--- src/rtl/mul_sequencer.sv ---
// Sequences one signed multiply: accept, pulse start, wait for done or time out, then hold result for writeback.
// Latency: wb_valid rises k+1 cycles after mul_start when mul_done arrives k cycles after it; one request in flight.
module mul_sequencer #(
    parameter int TIMEOUT = 40
) (
    input  logic        clk,
    input  logic        rst,
    input  logic        req_valid,
    output logic        req_ready,
    input  logic [15:0] req_a,
    input  logic [15:0] req_b,
    input  logic [2:0]  req_dst,
    output logic        mul_start,
    output logic [15:0] mul_a,
    output logic [15:0] mul_b,
    input  logic        mul_done,
    input  logic [15:0] mul_lo,
    input  logic [15:0] mul_hi,
    input  logic        mul_z,
    input  logic        mul_n,
    output logic        wb_valid,
    input  logic        wb_ready,
    output logic [2:0]  wb_dst,
    output logic [15:0] wb_lo,
    output logic [15:0] wb_hi,
    output logic        wb_z,
    output logic        wb_n,
    output logic        busy,
    output logic        timeout_err
);

    typedef enum logic [1:0] {
        IDLE  = 2'd0,
        START = 2'd1,
        WAIT  = 2'd2,
        HOLD  = 2'd3
    } state_t;

    localparam logic [7:0] CNT_LAST = 8'(TIMEOUT - 1);

    state_t      state_q, state_d;
    logic [7:0]  cnt_q, cnt_d;
    logic [15:0] a_q, a_d, b_q, b_d;
    logic [2:0]  dst_q, dst_d;
    logic [15:0] lo_q, lo_d, hi_q, hi_d;
    logic        z_q, z_d, n_q, n_d;
    logic        terr_q, terr_d;

    always_ff @(posedge clk) begin
        if (!rst) begin
            state_q <= IDLE;
            cnt_q   <= '0;
            a_q     <= '0;
            b_q     <= '0;
            dst_q   <= '0;
            lo_q    <= '0;
            hi_q    <= '0;
            z_q     <= 1'b0;
            n_q     <= 1'b0;
            terr_q  <= 1'b0;
        end else begin
            state_q <= state_d;
            cnt_q   <= cnt_d;
            a_q     <= a_d;
            b_q     <= b_d;
            dst_q   <= dst_d;
            lo_q    <= lo_d;
            hi_q    <= hi_d;
            z_q     <= z_d;
            n_q     <= n_d;
            terr_q  <= terr_d;
        end
    end

    always_comb begin
        state_d = state_q;
        cnt_d   = cnt_q;
        a_d     = a_q;
        b_d     = b_q;
        dst_d   = dst_q;
        lo_d    = lo_q;
        hi_d    = hi_q;
        z_d     = z_q;
        n_d     = n_q;
        terr_d  = terr_q;
        case (state_q)
            IDLE: begin
                if (req_valid) begin
                    a_d     = req_a;
                    b_d     = req_b;
                    dst_d   = req_dst;
                    state_d = START;
                end
            end
            START: begin
                cnt_d   = '0;
                state_d = WAIT;
            end
            WAIT: begin
                cnt_d = cnt_q + 8'd1;
                // done is checked first so a result on the last allowed cycle still wins
                if (mul_done) begin
                    lo_d    = mul_lo;
                    hi_d    = mul_hi;
                    z_d     = mul_z;
                    n_d     = mul_n;
                    state_d = HOLD;
                end else if (cnt_q == CNT_LAST) begin
                    terr_d  = 1'b1;
                    lo_d    = '0;
                    hi_d    = '0;
                    z_d     = 1'b1;
                    n_d     = 1'b0;
                    state_d = HOLD;
                end
            end
            HOLD: begin
                if (wb_ready) begin
                    state_d = IDLE;
                end
            end
            default: state_d = IDLE;
        endcase
    end

    assign req_ready   = (state_q == IDLE);
    assign busy        = (state_q != IDLE);
    assign mul_start   = (state_q == START);
    assign wb_valid    = (state_q == HOLD);
    assign mul_a       = a_q;
    assign mul_b       = b_q;
    assign wb_dst      = dst_q;
    assign wb_lo       = lo_q;
    assign wb_hi       = hi_q;
    assign wb_z        = z_q;
    assign wb_n        = n_q;
    assign timeout_err = terr_q;

endmodule

--- config.mk ---
export PLATFORM = sky130hd
export DESIGN_NAME = mul_sequencer
export DESIGN_NICKNAME = d
export VERILOG_FILES = /design/src/rtl/mul_sequencer.sv
export SDC_FILE = /design/constraint.sdc
export NUM_CORES = 1
export LEC_CHECK = 0
export CELL_PAD_IN_SITES_DETAIL_PLACEMENT = 0
export CELL_PAD_IN_SITES_GLOBAL_PLACEMENT = 2
export CORE_AREA = 4 4 126 128
export DETAILED_ROUTE_END_ITERATION = 7
export DIE_AREA = 0 0 130 132
export PLACE_DENSITY = 0.79
export SLEW_MARGIN = 10
export SYNTH_ARGS = -nofsm -noshare
export SYNTH_HDL_FRONTEND = slang
export SYNTH_SLANG_ARGS = --single-unit
--- constraint.sdc ---
create_clock -name clk -period 1.7 [get_ports clk]
set_input_delay 0.255 -clock clk [delete_from_list [all_inputs] [get_ports clk]]
set_output_delay 0.255 -clock clk [all_outputs]
set_load 0.005 [all_outputs]
==> parameters.txt <==
Parameter                              Value

Status
  Outcome ... finished, final reports clean

Cells and area
  Final core area utilization ... 36.4%
  # diodes ... 0
  Finished layout cell area ... 0.00541 mm²
  Layout cells sized above 1 ... 13.4%
  Post-Layout Cell Count ... 710
  FILL cells ... 1533
  Synthesis-to-finish area growth ... 60.7%
  Net count of the finished layout ... 598

Synthesis
  Synth top area share ... 47.6%
  Most frequently used flop master after synthesis ... sky130_fd_sc_hd__dfxtp_1
  Share of the yosys chip area belonging to registers ... 47.6%
  Largest area contributor in the synthesized netlist ... sky130_fd_sc_hd__dfxtp_1
  Synthesis-stage register bit count ... 80
  Cell with the most instances after synthesis ... sky130_fd_sc_hd__nand2_1
  Area contributors post-synth ... sky130_fd_sc_hd__dfxtp_1 48%, sky130_fd_sc_hd__a311oi_2 13%, sky130_fd_sc_hd__nand2_1 12%, sky130_fd_sc_hd__a21oi_1 11%, sky130_fd_sc_hd__ha_1 2.2%
  Post-Syn Instances ... 373
  Post-Syn Area per Cell ... 9.02 µm²
  Count of flip-flops with a built-in enable after synthesis ... 0
  Combined area of all synthesized cells ... 0.00337 mm²
  Yosys warns ... 0
  Yosys cell types ... 32
  Number of nets in the synthesized netlist ... 453
  Fraction of registers with async set or reset after synthesis ... 0%
  Leading post-synthesis cells by instance count ... 110 x sky130_fd_sc_hd__nand2_1, 80 x sky130_fd_sc_hd__dfxtp_1, 73 x sky130_fd_sc_hd__a21oi_1

GRT
  Wire length of the first global-routing pass ... 16.1 mm
  GRT Overall Usage ... 11.7%
  GR Layer Usage met1 ... 15.4%
  Vias in the first global route ... 3128
  Pin count of the biggest net entering global routing ... 53
  Fraction of met3 tracks used by global routing ... 3.57%
  GRT Residual Overflow ... 0
  Top Usage Layer GRT ... met2
  Grt met2 use ... 17.7%
  Number of antenna violations at the first check in global routing ... 0

STA
  Slew at the pin closest to its max-slew limit ... 0.324 ns
  Count of final hold-check violations ... 0
  Post-route fraction of the period consumed by the critical path ... 92.9%
  Fin Setup TNS ... 0 ns
  Max Clock Skew ... 0.00536 ns
  Worst-case headroom to the max-slew limit ... 78.2%
  RSZ-0062 raised after global routing ... false
  Final-report max-slew violation count ... 0
  Worst hold slack ... 0.451 ns
  Final setup vio count ... 0
  Crit path time final ... 1.58 ns
  Max Clk Rate ... 633 MHz
  Setup WS post-layout ... 0.120 ns

Power
  Maximum ir drop on the vdd rail ... 0.486 mV
  Final Total Pwr ... 6.61 mW
  Pwr per Cell Area ... 1220 mW/mm²
  Leak ... 1.81 nW

Die
  Floorplan row count ... 45
  # IOs ... 148
  Initial core utilization ... 22.6%
  Die outline width ... 130 µm
  Die area ... 0.0172 mm²
  Area of the core ... 0.0149 mm²
  Height of the die ... 132 µm

Clock network
  Clock insertion delay at the later pin of the skew report ... 0.33 ns
  Count of hold-fix buffers inserted at cts ... 0
  CTS clock-pin slew for the worst setup and hold paths ... 0.06 ns
  Clock root buffer master ... sky130_fd_sc_hd__clkbuf_16
  CTS H-tree lvls ... 3
  Number of clock buffers inserted by TritonCTS ... 9
  Clock Path Buffers ... 2
  Clock tree from TritonCTS ... done
  Clock sink total ... 80

Route
  DRC marker count from the first detailed-route iteration ... 156
  Detailed-routing iteration count for the pre-antenna-repair pass ... 4
  Vias ... 3179
  DRC viols ... 0
  Number of nets still failing antenna checks after routing ... 0
  Routed wire length ... 10.1 mm
  Routed WL per cell ... 14.2 µm
  Post-DR vias/cell ... 4.48

Run
  Max_cap viols ... 0

Critical path
  Reg-to-reg critical path endpoint ... wb_hi[2]
  Path type of the worst setup path ... reg2reg
  Worst Reg2Reg Path Length in Cells ... 5
  Register-to-register setup slack ... 0.12 ns
  Critical path startpoint category ... flop
  Worst R2R Start ... cnt_q[0]
  Largest driver fanout on the critical path ... 10
  Worst setup path endpoint ... wb_hi[2]
  Required time at the worst-slack endpoint ... 1.94 ns
  Worst Setup End Kind ... flop
  Crit path DAT ... 1.82 ns
  Critical path startpoint ... cnt_q[0]

Placed design
  Count of buffers inserted at the top-level ports ... 147
  Final weighted congestion in routability-driven placement ... 0.760
  Number of placed instances with taps included ... 695
  Worst setup slack before clock tree synthesis ... 0.0483 ns
  Placed cell area ... 0.00510 mm²
  HPWL after detailed placement ... 7.32 mm

Hold path
  Worst hold path type ... reg2reg
  Min-delay src ... mul_b[3]
## area by class of cell
class	count	area, µm²	area share, %
Clock buffer	12	236	4.37
Clock inverter	3	43.8	0.810
Tap cell	188	235	4.35
Inverter	6	25.0	0.463
Timing Repair Buffer	164	1690	31.2
Sequential cell	80	1610	29.7
Multi-Input combinational cell	257	1570	29.1
## worst max-delay path: stages (launching register included)
cell                       delay (ns)
sky130_fd_sc_hd__dfxtp_1         0.33
sky130_fd_sc_hd__ha_1            0.24
sky130_fd_sc_hd__and4b_4         0.20
sky130_fd_sc_hd__a21o_2          0.27
sky130_fd_sc_hd__buf_4           0.22
sky130_fd_sc_hd__a311oi_2        0.24
## state kept, by name, summed over array words and instances, names as in the netlist
register,count
cnt_q,8
mul_a,16
mul_b,16
state_q,2
timeout_err,1
wb_dst,3
wb_hi,16
wb_lo,16
wb_n,1
wb_z,1
## cell usage in the layout, fill, tap and decap left out, drive strengths merged, types with 3 or more instances in the layout
master / count
clkdlybuf4s50: 143
nand2: 110
dfxtp: 80
a21oi: 73
a311oi: 33
buf: 17
clkbuf: 12
nor2: 6
inv: 6
ha: 6
xor2: 4
o21ai: 4
nor3: 3
or3: 3
## power by group
part           switching (mW)  total [mW]  internal, mW
Clock                   0.735        1.87          1.13
Combinational            1.18        2.41          1.23
Sequential              0.161        2.33          2.17
Total                    2.08        6.61          4.53
## cell families after synthesis
| kind of cell | Yosys count | synth area share [%] |
|---|---|---|
| compound gates | 115 | 26.7 |
| xor+xnor | 5 | 1.30 |
| fa+ha+maj | 6 | 2.23 |
| buf+inv | 36 | 6.32 |
| flops | 80 | 47.6 |
| simple gates | 131 | 15.8 |
## repair_timing
action / in CTS / in global routing
setup buffers: 0 / 0
gates resized for setup: 8 / 6
hold endpoints to repair: 0 / 0
pin swaps: 1 / 0
setup endpoints to repair: 4 / 6
gates cloned: 0 / 0
## how the worst min path moves through the flow
stage,cells past startpoint,slack [ns],endpoint
2_1_floorplan,1,0.39,state_q[0]
3_3_place_gp,2,0.44,mul_b[9]
3_5_place_dp,2,0.45,mul_a[14]
4_1_cts,2,0.45,mul_a[14]
5_1_grt,2,0.47,mul_b[3]
6_report,2,0.45,mul_b[3]
## per-layer routing
metal / vias to the layer above / share of wire [%]
met4: 0 / 1.9
met1: 1450 / 46
met2: 123 / 44
met5: - / 0
met3: 17 / 8.5
li1: 1589 / -
(Power assumes the default switching activity.)
